**config.mk**
```make
export PLATFORM = sky130hd
export DESIGN_NAME = pcie_rd_seq
export DESIGN_NICKNAME = d
export VERILOG_FILES = /design/src/rtl/pcie_dma_pkg.sv /design/src/rtl/rd_seq_fifo.sv /design/src/rtl/pcie_rd_seq.sv
export SDC_FILE = /design/constraint.sdc
export NUM_CORES = 1
export LEC_CHECK = 0
export BUFFER_PORTS_ARGS = -buffer_cell sky130_fd_sc_hd__buf_2
export CAP_MARGIN = 10
export CORE_UTILIZATION = 33
export DETAILED_ROUTE_END_ITERATION = 10
export GPL_ROUTABILITY_DRIVEN = 1
export SYNTH_ARGS = -nofsm -noshare
export SYNTH_HDL_FRONTEND = slang
export SYNTH_SLANG_ARGS = --single-unit
```
**constraint.sdc**
```tcl
create_clock -name clk -period 14.7 [get_ports clk]
set_input_delay 0 -clock clk [delete_from_list [all_inputs] [get_ports clk]]
set_output_delay 0 -clock clk [all_outputs]
set_load 0.02 [all_outputs]
```
**src/rtl/pcie_dma_pkg.sv**
```systemverilog
// pcie_dma_pkg: shared types and constants for the PCIe DMA read sequencer
package pcie_dma_pkg;
  localparam int ADDR_W = 64;
  localparam int DATA_W = 128;
  typedef enum logic [1:0] {IDLE, ISSUE, WAIT, FINISH} rd_seq_state_e;
  typedef struct packed {
    logic [DATA_W-1:0] data;
    logic              err;
    logic              last;
  } rd_entry_t;
endpackage

```
**src/rtl/rd_seq_fifo.sv**
```systemverilog
// rd_seq_fifo: first-word-fall-through FIFO of read entries with occupancy count
module rd_seq_fifo
  import pcie_dma_pkg::*;
#(
  parameter int DEPTH = 4,
  localparam int AW = $clog2(DEPTH)
) (
  input  logic      clk,
  input  logic      rst_n,
  input  logic      push,
  input  rd_entry_t din,
  input  logic      pop,
  output rd_entry_t dout,
  output logic [AW:0] count
);
  localparam logic [AW:0] FULL = (AW+1)'(DEPTH);
  rd_entry_t mem_q [DEPTH];
  rd_entry_t mem_d [DEPTH];
  logic [AW-1:0] wr_q, wr_d, rd_q, rd_d;
  logic [AW:0] cnt_q, cnt_d;
  logic do_push, do_pop;
  // pointer/count update; push on full and pop on empty are dropped
  always_comb begin
    do_push = push && cnt_q != FULL;
    do_pop = pop && cnt_q != '0;
    wr_d = wr_q + AW'(do_push);
    rd_d = rd_q + AW'(do_pop);
    cnt_d = cnt_q + (AW+1)'(do_push) - (AW+1)'(do_pop);
    mem_d = mem_q;
    if (do_push) mem_d[wr_q] = din;
  end
  // control state registers
  always_ff @(posedge clk or negedge rst_n)
    if (!rst_n) begin
      wr_q <= '0;
      rd_q <= '0;
      cnt_q <= '0;
    end else begin
      wr_q <= wr_d;
      rd_q <= rd_d;
      cnt_q <= cnt_d;
    end
  // storage needs no reset; readers qualify it with count
  always_ff @(posedge clk) mem_q <= mem_d;
  assign dout = mem_q[rd_q];
  assign count = cnt_q;
endmodule

```
**src/rtl/pcie_rd_seq.sv**
```systemverilog
// pcie_rd_seq: single-outstanding read sequencer feeding a FWFT output stream (RD_SEQ_PERF_CNT_EN adds PerfCycles)
module pcie_rd_seq
  import pcie_dma_pkg::*;
#(
  parameter int FIFO_DEPTH = 4,
  parameter int ADDR_STEP = 16,
  parameter int LEN_W = 16
) (
  input  logic              clk,
  input  logic              rst_n,
  input  logic              JobValid,
  output logic              JobReady,
  input  logic [ADDR_W-1:0] JobAddr,
  input  logic [LEN_W-1:0]  JobLen,
  output logic              JobDone,
  output logic              JobErr,
  output logic [ADDR_W-1:0] JobErrAddr,
  output logic              RqValid,
  output logic [ADDR_W-1:0] RqAddr,
  input  logic [DATA_W-1:0] RqData,
  input  logic              RqReady,
  input  logic              RqErr,
  output logic              OutValid,
  output logic [DATA_W-1:0] OutData,
  output logic              OutLast,
  output logic              OutErr,
  input  logic              OutReady,
  output logic              Busy
`ifdef RD_SEQ_PERF_CNT_EN
  ,
  output logic [31:0]       PerfCycles
`endif
);
  localparam int CW = $clog2(FIFO_DEPTH) + 1;
  localparam logic [CW-1:0] FULL = CW'(FIFO_DEPTH);
  rd_seq_state_e state_q, state_d;
  logic [ADDR_W-1:0] addr_q, addr_d, err_addr_q, err_addr_d;
  logic [LEN_W-1:0] len_q, len_d, idx_q, idx_d;
  logic err_q, err_d, push, accept, rq_last;
  rd_entry_t din, dout;
  logic [CW-1:0] count;
  // sequencing: RqAddr advances by ADDR_STEP per completed word, wrapping silently
  always_comb begin
    state_d = state_q;
    addr_d = addr_q;
    len_d = len_q;
    idx_d = idx_q;
    err_d = err_q;
    err_addr_d = err_addr_q;
    push = 1'b0;
    accept = 1'b0;
    rq_last = idx_q == len_q - LEN_W'(1) || RqErr;
    case (state_q)
      IDLE: if (JobValid) begin
        accept = 1'b1;
        addr_d = JobAddr;
        len_d = JobLen;
        idx_d = '0;
        err_d = 1'b0;
        err_addr_d = '0;
        state_d = JobLen == '0 ? FINISH : ISSUE;
      end
      ISSUE: if (count < FULL) state_d = WAIT;
      WAIT: if (RqReady) begin
        push = 1'b1;
        if (RqErr) begin
          err_d = 1'b1;
          err_addr_d = addr_q;
          state_d = FINISH;
        end else if (rq_last) state_d = FINISH;
        else begin
          idx_d = idx_q + LEN_W'(1);
          addr_d = addr_q + ADDR_W'(ADDR_STEP);
          state_d = ISSUE;
        end
      end
      default: state_d = IDLE;
    endcase
  end
  // sequencer state registers
  always_ff @(posedge clk or negedge rst_n)
    if (!rst_n) begin
      state_q <= IDLE;
      addr_q <= '0;
      len_q <= '0;
      idx_q <= '0;
      err_q <= 1'b0;
      err_addr_q <= '0;
    end else begin
      state_q <= state_d;
      addr_q <= addr_d;
      len_q <= len_d;
      idx_q <= idx_d;
      err_q <= err_d;
      err_addr_q <= err_addr_d;
    end
  assign din = '{data: RqData, err: RqErr, last: rq_last};
  rd_seq_fifo #(.DEPTH(FIFO_DEPTH)) u_fifo (
    .clk(clk),
    .rst_n(rst_n),
    .push(push),
    .din(din),
    .pop(OutReady),
    .dout(dout),
    .count(count)
  );
  assign JobReady = state_q == IDLE;
  assign Busy = state_q != IDLE;
  assign JobDone = state_q == FINISH;
  assign RqValid = state_q == ISSUE && count < FULL;
  assign RqAddr = addr_q;
  assign JobErr = err_q;
  assign JobErrAddr = err_addr_q;
  assign OutValid = count != '0;
  assign OutData = OutValid ? dout.data : '0;
  assign OutLast = OutValid & dout.last;
  assign OutErr = OutValid & dout.err;
`ifdef RD_SEQ_PERF_CNT_EN
  logic [31:0] run_q, run_d, perf_q, perf_d;
  // busy-cycle counter, published when the job finishes
  always_comb begin
    run_d = accept ? '0 : (Busy && ~&run_q) ? run_q + 32'd1 : run_q;
    perf_d = state_q == FINISH ? run_d : perf_q;
  end
  // performance counter registers
  always_ff @(posedge clk or negedge rst_n)
    if (!rst_n) begin
      run_q <= '0;
      perf_q <= '0;
    end else begin
      run_q <= run_d;
      perf_q <= perf_d;
    end
  assign PerfCycles = perf_q;
`endif
endmodule

```
==> results of run 1 <==
-- where the power goes --
| part | internal, mW | switching, mW |
|---|---|---|
| combinational | 1.05 | 1.58 |
| clock | 1.01 | 0.784 |
| sequential | 2.37 | 0.304 |
| total | 4.43 | 2.67 |
-- sequential cells by signal, summed over array words and instances (netlist names) --
register      flops
u_fifo.mem_q    520
JobErrAddr       64
RqAddr           64
idx_q            16
len_q            16
u_fifo.count      3
state_q           2
u_fifo.rd_q       2
u_fifo.wr_q       2
JobErr            1
-- cells in the mapped netlist (3+ instances only) --
library cell / count
a211o_1: 4
a211oi_1: 14
a21oi_1: 51
a22oi_1: 4
a2bb2oi_1: 22
a31oi_1: 22
and2_1: 135
and3_1: 18
buf_1: 15
buf_2: 8
buf_4: 5
buf_6: 5
clkbuf_1: 95
dfrtp_1: 170
edfxtp_1: 520
ha_1: 7
inv_1: 30
mux2i_1: 4
mux4_2: 130
nand2_1: 219
nand2b_1: 8
nand3_1: 30
nand4_1: 19
nand4b_1: 3
nor2_1: 47
nor2b_1: 3
nor3_1: 19
nor4_1: 15
nor4b_1: 3
o21a_1: 3
o21ai_0: 99
o21ai_1: 10
o22a_1: 6
o22ai_1: 23
o31a_1: 15
o31ai_1: 32
o32ai_1: 4
or2_2: 6
or3_1: 13
or4_1: 8
xnor2_1: 12
xor2_1: 9
-- metrics by stage --
step	utilization, %	instances	worst slack (ns)	hold WS (ns)
finish	43.0	3768	10.63	0.105
detailed placement	37.7	3416	10.69	-0.0277
floorplan	-	1900	3.41	-0.296
CTS	43.0	3766	10.67	0.0338
global route	43.0	3767	10.34	0.100
global placement	37.7	3416	10.71	-0.0318
-- repair_timing --
item,CTS,global route
hold buffers,215,0
resized for setup,0,0
endpoints found under the setup margin,0,0
endpoints found under the hold margin,648,0
-- per-layer routing --
layer	part of all wire (%)	vias up	track usage, %	routed length [µm]
li1	-	8629	-	-
met1	40	9642	21.0	31000
met5	0.052	-	0	40
met2	51	652	30.0	38900
met4	2.6	6	5.47	2020
met3	6.2	127	3.93	4770
-- layout make-up --
cell class,count,share of cell area [%]
Sequential cell,690,54.0
Multi-Input combinational cell,1052,22.5
Timing Repair Buffer,715,13.0
Clock buffer,94,5.38
Tap cell,1144,3.89
Clock inverter,41,0.982
Inverter,30,0.306
Antenna cell,2,0.0136
-- final timing paths --
path                                startpoint        endpoint  slack [ns]  cells after the start
max in group asynchronous                rst_n      RqAddr[15]       12.51                      5
worst max-delay path                  len_q[0]      RqAddr[61]       10.63                     11
min in group asynchronous                rst_n       RqAddr[0]        0.47                      4
worst min register to register  JobErrAddr[21]  JobErrAddr[21]        0.47                      2
worst min-delay path                JobAddr[3]       RqAddr[3]        0.11                      4
worst max register to register        len_q[0]      RqAddr[61]       10.63                     11
-- cells by family after synthesis --
kind of cell,count (synthesis),share of synthesized area (%)
buffers and inverters,158,2.29
and+or+nand+nor,563,10.0
xor gates and xnor gates,21,0.640
AOI/OAI and AO/OA,326,7.22
muxes,134,10.3
DFF,690,69.1
adders and majority gates,8,0.374
-- worst reg2reg max path, cell delays in order, from the launching register on --
cell and delay, ns:
dfrtp_1 0.44, inv_1 0.09, ha_1 0.22, or4b_2 0.59
a2bb2oi_1 0.18, nand4_1 0.11, or3_1 0.38, nor4_4 0.26
buf_4 0.77, nand2b_1 0.35, buf_4 0.34, o21ai_0 0.17
==> metrics.yaml, run 1 <==
timing:
  clock_skew_ns: 0.0396
  report.final.slew_viol_count: 0
  final-hold-violation-count: 0
  fin_crit_sh_pct: 27.7
  final.setup.tns_ns: 0
  rsz0062_at_grt: "false"
  tightestPinTransition_ns: 1.09
  period_minus_slack_ns: 4.07
  slew_headroom_pct: 27.4
  fmax_mhz: 246
  setup-violations-final: 0
cts:
  clock_tree_from_tritoncts: "yes"
  postCtsSetupRepairBufs: 0
  cts.root.buffer_cell: "clkbuf_16"
  htree_num_levels: 3
  clkTransAtPathRegs_ns: 0.06
  cts.sink_count: 690
  worstSkewPairLatency_ns: 0.63
  clockBufferDepth: 3
  tritoncts.num_buffers: 76
die:
  core-area_um2: 85700
  fp.dieArea_um2: 88300
  die_x_um: 297
  pin_count: 478
  floorplan.rows: 107
  start_util_pct: 33.5
  fp.dieH_um: 297
layout:
  multi_input_comb_area_um2: 8280
  final_area_um2: 36800
  mostFrequentLayoutCell: "edfxtp_1"
  layout.filler_cells: 7824
  layout.area.seq_um2: 19900
  final_layout_size_suffix_gt1_share_pct: 29.1
  layout-area-overhead-vs-synth_pct: 28.1
  num-nets-final: 2787
  layout_common_cells: "520 x edfxtp_1, 476 x buf_2, 219 x nand2_1"
worst_setup_path:
  critical-path-top-cell-by-count: "buf_4"
  critical_path.top_delay_family: "simple AND/OR/NAND/NOR gates"
  largest_fanout_on_the_critical_path: 92
  worst-endpoint-required_ns: 15.17
  slowest_delay_ns: 0.77
  setup.worst_path.end_class: "register"
  crit_buf_inv: 3
  crit_path_start_kind: "register"
  timing.critical_path.cells: "inv_1, ha_1, or4b_2, a2bb2oi_1, nand4_1, or3_1, nor4_4, buf_4, nand2b_1, buf_4, o21ai_0"
  timing.critical_path.slowest_stage_cell: "buf_4"
  worst_ep_arrival_ns: 4.54
  setup.worst_path.class: "reg2reg"
pwr:
  power_per_cell_area_nw_per_um2: 193
  p_total_mw: 7.10
  power.leakage_nw: 13.7
  ir_drop_mv: 0.106
synth:
  post-synth-top-area-fraction_pct: 54.3
  yosys_warning_count: 0
  yosysSeqAreaShare_pct: 69.1
  synth_cell_types: 68
  count_of_flip_flops_with_a_built_in_enable_after_synthesis: 520
  syn-cell-area_um2: 28700
  synth_seq_cells: 690
  syn_avg_cell_area_um2: 15.1
  synthArstFlopShare_pct: 24.6
  yosys_most_used_dff: "edfxtp_1"
  synth_top_cells_by_area: "edfxtp_1 54%, dfrtp_1 15%, mux4_2 10%"
  post_synth_inst_count: 1900
  synthesized_netlist_net_count: 2122
  synth.largest_area_cell: "edfxtp_1"
route:
  postRouteAntennaNets: 0
  routed_wirelength_um: 76700
  post-route-drc-count: 0
  vias_per_cell: 5.06
  wire_per_inst_um: 20.4
  num_vias: 19056
  1st_iter_drt_viols: 1275
  dr.pass1.iters: 6
global_routing:
  first_global_vias: 20232
  grt-ovfl-total: 0
  track_usage_pct: 17.2
  grt_antenna_before_repair: 5
  global_route_wire_length_before_repair_um: 118000
  grt_start_max_net_pins: 131
flow_run:
  max_cap_violations: 0
placed_design:
  port_buffers: 477
  place.detailed.hpwl_um: 47400
  area_of_placed_instances_um2: 32300
  place.gp.congestion: 0.799
outcome:
  outcome: "completed"
min_path:
  min_path_type: "in2reg"
(Power assumes the default switching activity.)
==> run 2, diff against run 1 <==
Settings changed: ABC_AREA from default to 1.
Clock period 14.7 ns to 3.55 ns, I/O delays scaled along.
==> run 2 against run 1 <==
Against the previous run: cell count increased by 29%; die area increased by 4.7%; clock skew increased by 0.0012 ns; count of clock-buffer cells in the layout increased by 5; largest power group is now combinational cells; global-route usage increased by 2.5 points; critical endpoint is now state_q[1]; power increased to 4.7 times the previous value; design area increased by 4.8%; first-iteration DRC count increased by 48%; synthesized cell count increased by 57%.
==> metrics.yaml, run 2 <==
synth:
  synth_cell_types: 37  # was 68
  dominant_cell_by_count_in_the_synthesized_netlist: "nor2_1"  # was edfxtp_1
  synth.largest_area_cell: "edfxtp_1"  # unchanged
  synth_top_cells_by_area: "edfxtp_1 52%, dfrtp_1 14%, nor2_1 8.3%"  # was edfxtp_1 54%, dfrtp_1 15%, mux4_2 10%
  synth-compound-area-share_pct: 8.49  # was 7.22%
  yosysSeqAreaShare_pct: 66.0  # was 69.1%
  count_of_flip_flops_with_a_built_in_enable_after_synthesis: 520  # unchanged
  synthArstFlopShare_pct: 24.6  # unchanged
  post_synth_inst_count: 2988  # was 1,900
  syn_avg_cell_area_um2: 10.1  # was 15.1 µm²
  simple_gate_share_of_the_synthesized_area_pct: 18.3  # was 10.0%
  synth.area.mux_share_pct: 0.299  # was 10.3%
  yosys_warning_count: 0  # unchanged
  syn-cell-area_um2: 30100  # was 28,700 µm²
  synth-adder-area-share_pct: 0.357  # was 0.374%
  synth_top_family_by_area: "simple AND/OR/NAND/NOR gates"  # was multiplexers
  synth_xor_xnor_area_share_pct: 2.12  # was 0.640%
  synthesized_netlist_net_count: 3210  # was 2,122
  post_synth_most_frequent_cells: "662 x nor2_1, 520 x edfxtp_1, 488 x nand2_1"  # was 520 x edfxtp_1, 219 x nand2_1, 170 x dfrtp_1
  yosys_most_used_dff: "edfxtp_1"  # unchanged
  post-synth-top-area-fraction_pct: 51.9  # was 54.3%
  synth_seq_cells: 690  # unchanged
cts:
  cts.root.buffer_cell: "clkbuf_16"  # unchanged
  clockBufferDepth: 3  # unchanged
  clkTransAtPathRegs_ns: 0.06  # about the same
  cts.sink_count: 690  # unchanged
  tritoncts.num_buffers: 76  # unchanged
  clock_tree_from_tritoncts: "yes"  # unchanged
  htree_num_levels: 3  # unchanged
  cts.repair.resized: 0  # unchanged
  worstSkewPairLatency_ns: 0.65  # was 0.63 ns
timing:
  report.final.slew_viol_count: 0  # unchanged
  period_minus_slack_ns: 2.96  # was 4.07 ns
  fmax_mhz: 338  # was 246 MHz
  final.setup.worst_slack_ns: 0.592  # was 10.63 ns
  clock_skew_ns: 0.0407  # was 0.0396 ns
  final-hold-violation-count: 0  # unchanged
  fin_crit_sh_pct: 83.3  # was 27.7%
  slew_headroom_pct: 19.5  # was 27.4%
  final.setup.tns_ns: 0  # unchanged
  hold-worst-slack_ns: 0.0892  # was 0.105 ns
  rsz0062_at_grt: "false"  # unchanged
  setup-violations-final: 0  # unchanged
  tightestPinTransition_ns: 1.21  # was 1.09 ns
layout:
  largest_register_ffs: 520  # unchanged
  layout_common_cells: "662 x nor2_1, 520 x edfxtp_1, 485 x nand2_1"  # was 520 x edfxtp_1, 476 x buf_2, 219 x nand2_1
  layout-area-overhead-vs-synth_pct: 28.1  # about the same
  utilization_after_layout_pct: 42.8  # was 43.0%
  mostFrequentLayoutCell: "nor2_1"  # was edfxtp_1
  final_layout_size_suffix_gt1_share_pct: 17.9  # was 29.1%
  max_flop_register: "u_fifo.mem_q"  # unchanged
  num-nets-final: 3864  # was 2,787
worst_setup_path:
  setup.worst_path.class: "reg2reg"  # unchanged
  worst_ep_arrival_ns: 3.54  # was 4.54 ns
  worst-endpoint-required_ns: 4.13  # was 15.17 ns
  timing.critical_path.cells: "nor2_1, inv_1, or2_2, o2111ai_1, dlygate4sd3_1, inv_1, a21oi_1, dlygate4sd3_1"  # was inv_1, ha_1, or4b_2, a2bb2oi_1, nand4_1, or3_1, nor4_4, buf_4, nand2b_1, buf_4, o21ai_0
  setup.worst_path.end_class: "register"  # unchanged
  largest_fanout_on_the_critical_path: 5  # was 92
  slowest_delay_ns: 0.57  # was 0.77 ns
  timing.critical_path.slowest_stage_cell: "dlygate4sd3_1"  # was buf_4
  crit_buf_inv: 4  # was 3
  critical_path.top_delay_family: "buffers and inverters"  # was simple AND/OR/NAND/NOR gates
  reg2reg_slack_ns: 0.59  # was 10.63 ns
  crit_path_start_kind: "register"  # unchanged
die:
  core-area_um2: 90100  # was 85,700 µm²
  pin_count: 478  # unchanged
  fp.dieH_um: 304  # was 297 µm
  floorplan.rows: 110  # was 107
  fp.dieArea_um2: 92400  # was 88,300 µm²
  start_util_pct: 33.4  # was 33.5%
  die_x_um: 304  # was 297 µm
min_path:
  min_path_type: "in2reg"  # unchanged
global_routing:
  grt-ovfl-total: 0  # unchanged
  grt_antenna_before_repair: 10  # was 5
  grt_start_max_net_pins: 209  # was 131
  first_global_vias: 23670  # was 20,232
  global_route_wire_length_before_repair_um: 140000  # was 118,000 µm
  track_usage_pct: 19.7  # was 17.2%
placed_design:
  place.gp.congestion: 0.972  # was 0.799
  place.detailed.hpwl_um: 58000  # was 47,400 µm
  pre_cts_slack_ns: 0.855  # was 10.69 ns
  port_buffers: 477  # unchanged
route:
  vias_per_cell: 4.88  # was 5.06
  dr.pass1.iters: 7  # was 6
  wire_per_inst_um: 18.9  # was 20.4 µm
  routed_wirelength_um: 92300  # was 76,700 µm
  postRouteAntennaNets: 0  # unchanged
  1st_iter_drt_viols: 1889  # was 1,275
  num_vias: 23795  # was 19,056
  post-route-drc-count: 0  # unchanged
pwr:
  power.leakage_nw: 15.4  # was 13.7 nW
  ir_drop_mv: 0.644  # was 0.106 mV
  power_per_cell_area_nw_per_um2: 859  # was 193 nW/µm²
outcome:
  outcome: "completed"  # unchanged
flow_run:
  max_cap_violations: 0  # unchanged
==> run 2: per-layer routing <==
layer  track usage (%)  vias up  part of all wire [%]
met2              33.2      805                    48
li1                  -    11379                     -
met1              23.8    11426                    41
met4              7.92       16                   3.6
met3              5.22      169                   7.4
met5                 0        -                  0.11
==> run 2: final cells by class <==
type / count / area, µm²
antenna: 3 / 7.51
clock buffer: 99 / 2080
clock inverter: 35 / 412
fill: 8535 / 51600
inverter: 183 / 699
multi-input combinational: 1957 / 8980
sequential: 690 / 19900
tap: 1176 / 1470
timing repair buffer: 734 / 5050
==> run 2: path summary, 6_finish.rpt <==
check,startpoint,end,cells past startpoint
max in group asynchronous,rst_n,len_q[12],4
min in group asynchronous,rst_n,RqAddr[16],4
min reg2reg,RqAddr[42],RqAddr[42],2
max reg2reg,state_q[1],state_q[1],8
max,state_q[1],state_q[1],8
min,RqData[74],u_fifo.mem_q[336],2
==> run 2: stage by stage <==
| stage | power (mW) | cell area, µm² | cells |
|---|---|---|---|
| floorplan | 20.0 | 30200 | 2988 |
| global placement | 25.2 | 33900 | 4523 |
| detailed placement | 25.3 | 33900 | 4523 |
| CTS | 33.4 | 38600 | 4874 |
| global route | 35.1 | 38600 | 4875 |
| finish | 33.1 | 38600 | 4877 |
==> run 2: worst register-to-register path: stages, from the launching register on <==
cell and delay, ns:
dfrtp_1 0.49, nor2_1 0.45, inv_1 0.26, or2_2 0.35
o2111ai_1 0.09, dlygate4sd3_1 0.57, inv_1 0.04, a21oi_1 0.11
dlygate4sd3_1 0.55
==> run 2: cell families after synthesis <==
group	after synthesis
AOI/OAI and AO/OA	495
buffers and inverters	341
adders and majority gates	8
and+or+nand+nor	1373
xor gates and xnor gates	73
muxes	8
DFF	690
==> run 2: power by group <==
group | internal [mW] | total (mW) | switching (mW)
Combinational | 4.21 | 14.0 | 9.81
Sequential | 10.1 | 11.3 | 1.17
Clock | 4.60 | 7.85 | 3.25
Total | 18.9 | 33.1 | 14.2
==> run 2: repair_timing <==
action / in CTS / in global routing
hold endpoints to repair: 739 / 0
buffers inserted: 0 / 0
endpoints found under the setup margin: 0 / 0
hold buffers: 217 / 0
==> run 3, diff against run 2 <==
Settings changed: ABC_AREA 1 to 0.
Clock period 3.55 ns to 3.1 ns, I/O delays scaled along.
==> run 3 against run 2 <==
Against the previous run: cell count shrank 21%; core utilization grew 1.4 points; combinational power shrank 6%; die area shrank 4.5%; maximum frequency shrank 3.9%; design area shrank 1.9%; routed wire length shrank 15%; count of clock-buffer cells in the layout shrank 5; clock power grew 14%; clock skew grew 0.014 ns; power grew 4.5%; sequential cell count is the same.
==> metrics.yaml, run 3 (synthesis results as in run 1) <==
outcome:
  outcome: "completed"  # unchanged
pwr:
  power_per_cell_area_nw_per_um2: 915  # was 859 nW/µm²
  power.leakage_nw: 14.2  # was 15.4 nW
  ir_drop_mv: 1.11  # was 0.644 mV
  p_total_mw: 34.6  # was 33.1 mW
cts:
  worstSkewPairLatency_ns: 0.63  # was 0.65 ns
  clock_tree_from_tritoncts: "yes"  # unchanged
  clkTransAtPathRegs_ns: 0.06  # about the same
  tritoncts.num_buffers: 77  # was 76
  clockBufferDepth: 3  # unchanged
  cts.sink_count: 690  # unchanged
  htree_num_levels: 3  # unchanged
  cts.root.buffer_cell: "clkbuf_16"  # unchanged
timing:
  report.final.slew_viol_count: 0  # unchanged
  slew_headroom_pct: 42.8  # was 19.5%
  final-hold-violation-count: 0  # unchanged
  clock_skew_ns: 0.0552  # was 0.0407 ns
  final.setup.tns_ns: 0  # unchanged
  period_minus_slack_ns: 3.08  # was 2.96 ns
  fin_crit_sh_pct: 99.2  # was 83.3%
  setup-violations-final: 0  # unchanged
  rsz0062_at_grt: "true"  # was false
  fmax_mhz: 325  # was 338 MHz
  tightestPinTransition_ns: 0.858  # was 1.21 ns
  hold-worst-slack_ns: 0.114  # was 0.0892 ns
route:
  wire_per_inst_um: 20.5  # was 18.9 µm
  post-route-drc-count: 0  # unchanged
  vias_per_cell: 5.07  # was 4.88
  1st_iter_drt_viols: 1193  # was 1,889
  postRouteAntennaNets: 0  # unchanged
  dr.pass1.iters: 5  # was 7
  num_vias: 19448  # was 23,795
  routed_wirelength_um: 78700  # was 92,300 µm
die:
  core-area_um2: 85700  # was 90,100 µm²
  start_util_pct: 33.5  # was 33.4%
  pin_count: 478  # unchanged
  fp.dieH_um: 297  # was 304 µm
  fp.dieArea_um2: 88300  # was 92,400 µm²
  die_x_um: 297  # was 304 µm
  floorplan.rows: 107  # was 110
layout:
  layout-area-overhead-vs-synth_pct: 31.7  # was 28.1%
  instances_no_fill: 3838  # was 4,877
  utilization_after_layout_pct: 44.2  # was 42.8%
  num-nets-final: 2851  # was 3,864
  final_layout_size_suffix_gt1_share_pct: 31.5  # was 17.9%
  layout_common_cells: "520 x edfxtp_1, 476 x buf_2, 219 x nand2_1"  # was 662 x nor2_1, 520 x edfxtp_1, 485 x nand2_1
  largest_register_ffs: 520  # unchanged
  mostFrequentLayoutCell: "edfxtp_1"  # was nor2_1
  max_flop_register: "u_fifo.mem_q"  # unchanged
worst_setup_path:
  setup.worst_path.end_class: "register"  # unchanged
  largest_fanout_on_the_critical_path: 16  # was 5
  worst_ep_arrival_ns: 3.61  # was 3.54 ns
  setup.worst_path.class: "reg2reg"  # unchanged
  worst-endpoint-required_ns: 3.64  # was 4.13 ns
  crit_path_start_kind: "register"  # unchanged
global_routing:
  global_route_wire_length_before_repair_um: 121000  # was 140,000 µm
  grt-ovfl-total: 0  # unchanged
  first_global_vias: 20330  # was 23,670
  grt_antenna_before_repair: 8  # was 10
  grt_start_max_net_pins: 140  # was 209
  track_usage_pct: 17.5  # was 19.7%
placed_design:
  port_buffers: 477  # unchanged
  place.detailed.hpwl_um: 50600  # was 58,000 µm
  placed_cells: 3468  # was 4,523
  place.gp.congestion: 0.837  # was 0.972
flow_run:
  max_cap_violations: 0  # unchanged
min_path:
  min_path_type: "in2reg"  # unchanged
[run 3: final cells by class]
type                       count  area [µm²]
timing repair buffer         778        5550
inverter                      30         113
antenna                        5        12.5
sequential                   690       19900
fill                        7704       47800
clock inverter                45         484
tap                         1144        1430
clock buffer                  94        2020
multi-input combinational   1052        8350
[run 3: worst paths after layout]
| kind | startpoint | to | slack (ns) | cells after the start |
|---|---|---|---|---|
| max in group asynchronous | rst_n | RqAddr[8] | 2.10 | 4 |
| hold / removal | RqData[30] | u_fifo.mem_q[422] | 0.11 | 2 |
| min in group asynchronous | rst_n | JobErrAddr[7] | 0.37 | 3 |
| setup / recovery | len_q[0] | idx_q[14] | 0.02 | 10 |
| hold reg to reg | JobErrAddr[24] | JobErrAddr[24] | 0.48 | 2 |
| setup reg to reg | len_q[0] | idx_q[14] | 0.02 | 10 |
[run 3: metrics by stage]
stage,setup slack [ns],instance area (µm²)
floorplan,-1.60,28800
global placement,0.0163,32900
finish,0.0238,37800
global route,-0.0477,37800
CTS,0.0175,37600
detailed placement,-0.0168,32900
[run 3: critical path, stage by stage, from the launching register on]
cell,delay [ns]
dfrtp_1,0.41
or4_4,0.58
or4_4,0.44
a211o_1,0.30
o211ai_2,0.11
nor4_4,0.08
buf_4,0.15
buf_12,0.14
buf_12,0.14
or4_4,0.51
a21oi_2,0.12
[run 3: report_power, final]
group / switching, mW / internal (mW)
Clock: 3.79 / 5.14
Combinational: 7.69 / 5.37
Sequential: 1.40 / 11.2
[run 3: what timing repair did]
item / 4_1_cts / 5_1_grt
resized for setup: 2 / 21
endpoints found under the setup margin: 27 / 73
gates cloned: 0 / 2
pin swaps: 1 / 9
hold buffers: 215 / 0
endpoints found under the hold margin: 752 / 0
buffers inserted: 2 / 8
[run 3: metal layers]
metal | wire length, µm | vias up | share of wire (%) | GRT usage, %
li1 | - | 8774 | - | -
met4 | 1450 | 8 | 1.8 | 4.65
met1 | 32400 | 9891 | 41 | 22.1
met5 | 50 | - | 0.064 | 0
met3 | 4700 | 113 | 6.0 | 3.48
met2 | 40100 | 662 | 51 | 30.4
